<file path="src/rtl/mem_copy_engine.sv">
// Bus-master copy engine for one 8-bit data bank: forward byte copy Src->Dst
// of Length bytes through the bank port, with a modulo-2^SUM_W byte sum.
module mem_copy_engine #(
    parameter int ADDR_W = 8,
    parameter int DATA_W = 8,
    parameter int SUM_W  = 16
) (
    input  logic              Clk,
    input  logic              Rst_n,
    input  logic              Start,
    input  logic [ADDR_W-1:0] SrcAddr,
    input  logic [ADDR_W-1:0] DstAddr,
    input  logic [ADDR_W:0]   Length,
    output logic              Busy,
    output logic              Done,
    output logic [SUM_W-1:0]  Sum,
    output logic [ADDR_W-1:0] Address,
    output logic [DATA_W-1:0] WriteData,
    output logic              MemWrite,
    output logic              MemRead,
    input  logic [DATA_W-1:0] ReadData
);

    typedef enum logic [1:0] {
        S_IDLE  = 2'd0,
        S_READ  = 2'd1,
        S_WRITE = 2'd2,
        S_DONE  = 2'd3
    } state_t;

    localparam logic [ADDR_W:0]   CNT_ZERO  = {(ADDR_W+1){1'b0}};
    localparam logic [ADDR_W:0]   CNT_ONE   = {{ADDR_W{1'b0}}, 1'b1};
    localparam logic [ADDR_W-1:0] ADDR_ZERO = {ADDR_W{1'b0}};
    localparam logic [ADDR_W-1:0] ADDR_ONE  = {{(ADDR_W-1){1'b0}}, 1'b1};
    localparam logic [DATA_W-1:0] DATA_ZERO = {DATA_W{1'b0}};
    localparam logic [SUM_W-1:0]  SUM_ZERO  = {SUM_W{1'b0}};

    state_t            r_state;
    logic [ADDR_W-1:0] r_src_ptr;
    logic [ADDR_W-1:0] r_dst_ptr;
    logic [ADDR_W:0]   r_count;
    logic [DATA_W-1:0] r_data;
    logic [SUM_W-1:0]  r_sum;
    logic [ADDR_W-1:0] r_address;
    logic              r_mem_read;
    logic              r_mem_write;
    logic              r_busy;
    logic              r_done;
    logic [SUM_W-1:0]  w_read_ext;

    // Zero-extended read byte for the running sum.
    assign w_read_ext = {{(SUM_W-DATA_W){1'b0}}, ReadData};

    // Bus controls are computed one state ahead so every output is a flop
    // that already holds the value belonging to the state being entered.
    always_ff @(posedge Clk or negedge Rst_n) begin
        if (!Rst_n) begin
            r_state     <= S_IDLE;
            r_src_ptr   <= ADDR_ZERO;
            r_dst_ptr   <= ADDR_ZERO;
            r_count     <= CNT_ZERO;
            r_data      <= DATA_ZERO;
            r_sum       <= SUM_ZERO;
            r_address   <= ADDR_ZERO;
            r_mem_read  <= 1'b0;
            r_mem_write <= 1'b0;
            r_busy      <= 1'b0;
            r_done      <= 1'b0;
        end else begin
            case (r_state)
                S_IDLE: begin
                    r_mem_write <= 1'b0;
                    if (Start) begin
                        r_src_ptr <= SrcAddr;
                        r_dst_ptr <= DstAddr;
                        r_count   <= Length;
                        r_sum     <= SUM_ZERO;
                        if (Length == CNT_ZERO) begin
                            r_state    <= S_DONE;
                            r_done     <= 1'b1;
                            r_busy     <= 1'b0;
                            r_mem_read <= 1'b0;
                            r_address  <= ADDR_ZERO;
                        end else begin
                            r_state    <= S_READ;
                            r_done     <= 1'b0;
                            r_busy     <= 1'b1;
                            r_mem_read <= 1'b1;
                            r_address  <= SrcAddr;
                        end
                    end else begin
                        r_state    <= S_IDLE;
                        r_done     <= 1'b0;
                        r_busy     <= 1'b0;
                        r_mem_read <= 1'b0;
                        r_address  <= ADDR_ZERO;
                    end
                end
                S_READ: begin
                    r_data      <= ReadData;
                    r_sum       <= r_sum + w_read_ext;
                    r_src_ptr   <= r_src_ptr + ADDR_ONE;
                    r_state     <= S_WRITE;
                    r_mem_read  <= 1'b0;
                    r_mem_write <= 1'b1;
                    r_address   <= r_dst_ptr;
                    r_busy      <= 1'b1;
                    r_done      <= 1'b0;
                end
                S_WRITE: begin
                    r_dst_ptr   <= r_dst_ptr + ADDR_ONE;
                    r_count     <= r_count - CNT_ONE;
                    r_mem_write <= 1'b0;
                    // r_count still holds the pre-decrement value here.
                    if (r_count != CNT_ONE) begin
                        r_state    <= S_READ;
                        r_mem_read <= 1'b1;
                        r_address  <= r_src_ptr;
                        r_busy     <= 1'b1;
                        r_done     <= 1'b0;
                    end else begin
                        r_state    <= S_DONE;
                        r_mem_read <= 1'b0;
                        r_address  <= ADDR_ZERO;
                        r_busy     <= 1'b0;
                        r_done     <= 1'b1;
                    end
                end
                S_DONE: begin
                    r_state     <= S_IDLE;
                    r_mem_read  <= 1'b0;
                    r_mem_write <= 1'b0;
                    r_address   <= ADDR_ZERO;
                    r_busy      <= 1'b0;
                    r_done      <= 1'b0;
                end
                default: begin
                    r_state     <= S_IDLE;
                    r_mem_read  <= 1'b0;
                    r_mem_write <= 1'b0;
                    r_address   <= ADDR_ZERO;
                    r_busy      <= 1'b0;
                    r_done      <= 1'b0;
                end
            endcase
        end
    end

    // Outputs come straight from flops; WriteData is the data latch itself.
    assign Busy      = r_busy;
    assign Done      = r_done;
    assign Sum       = r_sum;
    assign Address   = r_address;
    assign WriteData = r_data;
    assign MemWrite  = r_mem_write;
    assign MemRead   = r_mem_read;

endmodule

</file>
<file path="config.mk">
export PLATFORM = sky130hd
export DESIGN_NAME = mem_copy_engine
export DESIGN_NICKNAME = d
export VERILOG_FILES = /design/src/rtl/mem_copy_engine.sv
export SDC_FILE = /design/constraint.sdc
export NUM_CORES = 1
export LEC_CHECK = 0
export ABC_AREA = 0
export CORE_ASPECT_RATIO = 2
export CORE_MARGIN = 3
export CORE_UTILIZATION = 40
export CTS_CLUSTER_DIAMETER = 30
export DETAILED_ROUTE_END_ITERATION = 16
export GPL_ROUTABILITY_DRIVEN = 0
export MAX_ROUTING_LAYER = met4
export PLACE_DENSITY = 0.67
export SLEW_MARGIN = 10
export SYNTH_ARGS = -nofsm -noshare
export SYNTH_HDL_FRONTEND = slang
export SYNTH_SLANG_ARGS = --single-unit
</file>
<file path="constraint.sdc">
create_clock -name Clk -period 2.47 [get_ports Clk]
set_input_delay 0.494 -clock Clk [delete_from_list [all_inputs] [get_ports Clk]]
set_output_delay 0.494 -clock Clk [all_outputs]
set_load 0.02 [all_outputs]
</file>
==> impl_metrics.py <==
metrics = {
    "run_status": {
        "status": "complete, no violations",
    },
    "detailed_routing": {
        "routed_wl_um": 9220,
        "avgViaCountPerCell": 5.72,
        "drc": 0,
        "vias": 3043,
        "wl_per_cell_um": 17.3,
        "drtIter0Drc": 330,
        "drt_first_pass_iters": 9,
        "antenna_left": 0,
    },
    "floorplanning": {
        "initial_core_util_pct": 41.2,
        "pin_count": 72,
        "die_area_sq_mm": 0.00943,
        "die_x_um": 70.2,
        "core_sq_mm": 0.00800,
        "rows": 46,
        "die_y_um": 134,
    },
    "clocking": {
        "cts_htree_levels": 3,
        "clock_latency_ns": 0.33,
        "cts_buffers": 9,
        "hold_buffers": 0,
        "root_buffer": "clkbuf_16",
        "clkTransAtPathRegs_ns": 0.05,
        "clockBufferDepth": 2,
        "cts_tree": "done",
        "cts_sinks": 63,
    },
    "synthesis": {
        "syn_area_sq_mm": 0.00330,
        "syn_inst": 347,
        "yosysSeqAreaShare_pct": 47.8,
        "async_flop_share_pct": 100,
        "synth_cell_types": 50,
        "synth_top_family_by_area": "compound AO/OA/AOI/OAI gates",
        "syn_area_per_cell_sq_um": 9.50,
        "synth_xor_area_share_pct": 1.86,
        "synthFlopType": "dfrtp_1",
        "synth_fa_ha_area_share_pct": 5.16,
        "yosys_warnings": 0,
        "synth-seq-cells": 63,
        "synth_compound_area_share_pct": 21.3,
        "synth_edf_count": 0,
        "synth_mux_area_share_pct": 1.21,
        "yosys.area_share.simple_pct": 18.1,
        "synthesis.nets": 396,
    },
    "cells_and_area": {
        "drive_gt1_share_pct": 10.1,
        "diodes": 0,
        "area.growth.synth_to_final_pct": 36.2,
        "nets": 482,
        "final_util_pct": 56.1,
    },
    "grt": {
        "grt_pass1_vias": 3169,
        "antenna_found_initial": 0,
        "grt_max_degree": 64,
        "grt_usage_pct": 21.3,
        "overflow": 0,
        "grt_pass1_wl_um": 15200,
    },
    "power": {
        "p_per_area_mw_per_mm2": 1290,
        "clkPwrFrac_pct": 19.8,
        "p_sw_uw": 2340,
        "ir_drop_uv": 550,
        "internal_power_uw": 3450,
        "swShare_pct": 40.5,
        "p_leak_uw": 0.00203,
        "seqPwrFrac_pct": 32.5,
        "p_comb_share_pct": 47.7,
    },
    "timing": {
        "setup_viol": 0,
        "fin_crit_sh_pct": 92.1,
        "tightest_slew_ns": 0.464,
        "clock_skew_ns": 0.00370,
        "rsz0062_at_grt": "false",
        "period_minus_slack_ns": 2.28,
        "max_freq_mhz": 440,
        "drv_slew": 0,
        "slew_headroom_pct": 69.0,
        "finalHoldViolCount": 0,
        "setup-tns-final_ns": 0,
    },
    "job": {
        "maxCapViolCount": 0,
    },
    "critical_path": {
        "crit_path_end_kind": "register",
        "critPathLaunchType": "primary input",
        "required_ns": 2.67,
        "critical_path_class": "in -> reg",
        "critPathArrivalTime_ns": 2.48,
        "worstPathMaxFanout": 6,
    },
    "placed_design": {
        "hpwl_um": 6690,
        "io_buffers": 71,
    },
    "min_path": {
        "min_path_type": "in -> async",
    },
}
[state kept, by name (all words and copies together) (netlist names)]
| name | flops |
|---|---|
| r_dst_ptr | 8 |
| r_src_ptr | 8 |
| r_count | 9 |
| MemWrite | 1 |
| Done | 1 |
| WriteData | 8 |
| Sum | 16 |
| Address | 8 |
| MemRead | 1 |
| r_state | 2 |
| Busy | 1 |
[critical path: stages]
cell	delay, ns
clkdlybuf4s50_1	0.49
ha_1	0.17
inv_1	0.05
fa_1	0.39
nand2b_1	0.19
a21oi_2	0.20
o21ai_1	0.18
o211ai_1	0.21
o31ai_1	0.10
[layout make-up]
type | instances | area [sq um]
Clock inverter | 1 | 5.00
Timing Repair Buffer | 91 | 868
Clock buffer | 13 | 260
Sequential cell | 63 | 1580
Multi-Input combinational cell | 246 | 1580
Fill cell | 744 | 3510
Inverter | 22 | 82.6
Tap cell | 96 | 120
[routing by layer]
layer / share of wire, % / track usage [%] / wire (um)
met5: 0 / - / 0
met4: 4.2 / 13.1 / 391
met3: 3.9 / 3.68 / 358
met2: 55 / 37.7 / 5100
met1: 37 / 21.3 / 3380
[Yosys cell counts (3+ instances only)]
master    number  area (sq um)
and3_1         4          25.0
o221a_2        4          45.0
mux2i_1        4          40.0
nor3b_1        3          22.5
nand2_1       48           180
xor2_1         5          43.8
a21oi_1       16          80.1
or3_1          3          18.8
o211ai_1       6          45.0
dfrtp_1       63          1580
clkbuf_1      13          48.8
a222oi_1      11           110
o22ai_1        4          25.0
o31ai_1        3          22.5
nand4_1        5          31.3
buf_2          3          15.0
o21ai_0       26           130
nand3_1       16          80.1
a221o_1        5          50.1
nor2_1        23          86.3
a21o_1         4          30.0
ha_1          12           150
nand2b_1       7          43.8
inv_1         21          78.8
[final timing paths]
kind	slack, ns	cells after the start	end	startpoint
max in group asynchronous	2.02	2	Sum[9]$_DFFE_PN0P_	Rst_n
worst max-delay path	0.19	9	Sum[12]$_DFFE_PN0P_	ReadData[0]
min in group Clk	0.48	2	WriteData[3]$_DFFE_PN0P_	WriteData[3]$_DFFE_PN0P_
worst min-delay path	0.17	2	MemRead$_DFF_PN0_	Rst_n
worst max register to register	0.40	8	Sum[11]$_DFFE_PN0P_	Sum[1]$_DFFE_PN0P_
worst min register to register	0.48	2	WriteData[3]$_DFFE_PN0P_	WriteData[3]$_DFFE_PN0P_
[kinds of logic after synthesis]
| logic type | count (synthesis) |
|---|---|
| AND/OR/NAND/NOR | 123 |
| AO/OA/AOI/OAI | 99 |
| flip-flops | 63 |
| buffers and inverters | 38 |
| adder cells (fa/ha/maj) | 13 |
| XOR/XNOR | 7 |
| multiplexers | 4 |
[power by group through the flow]
stage / logic [uW] / clock network (uW) / registers [uW]
6_report: 2760 / 1140 / 1880
5_1_grt: 3060 / 1220 / 1940
4_1_cts: 2780 / 1180 / 1880
3_5_place_dp: 2770 / 0 / 1890
3_3_place_gp: 2710 / 0 / 1870
2_1_floorplan: 1470 / 0 / 2060
[through the flow]
stage | area [sq um] | worst slack, ns | std cells | hold slack, ns | power, uW
after global routing | 4490 | 0.0220 | 532 | 0.194 | 6220
after floorplan | 3300 | 0.386 | 347 | 0.198 | 3530
after global placement | 4220 | -0.255 | 518 | 0.462 | 4580
final | 4490 | 0.195 | 532 | 0.168 | 5790
after CTS | 4490 | 0.0348 | 532 | 0.182 | 5840
after detailed placement | 4220 | -0.337 | 518 | 0.470 | 4660
[layout by cell type (no fill, tap or decap), drive strengths merged, types with 4 or more instances in the layout]
master / instances
o221a: 4
clkdlybuf4s50: 70
ha: 12
nor2: 24
o22ai: 4
and3: 4
o21ai: 26
o211ai: 6
a221o: 5
nand2: 48
a21oi: 16
buf: 21
a21o: 4
nand4: 5
nand3: 16
nand2b: 7
xor2: 5
mux2i: 4
a222oi: 11
clkbuf: 13
dfrtp: 63
inv: 22
[timing repair]
| item | 4_1_cts | 5_1_grt |
|---|---|---|
| setup endpoints to repair | 0 | 3 |
| buffers inserted | 0 | 0 |
| gates resized for setup | 0 | 2 |
(Power assumes the default switching activity.)
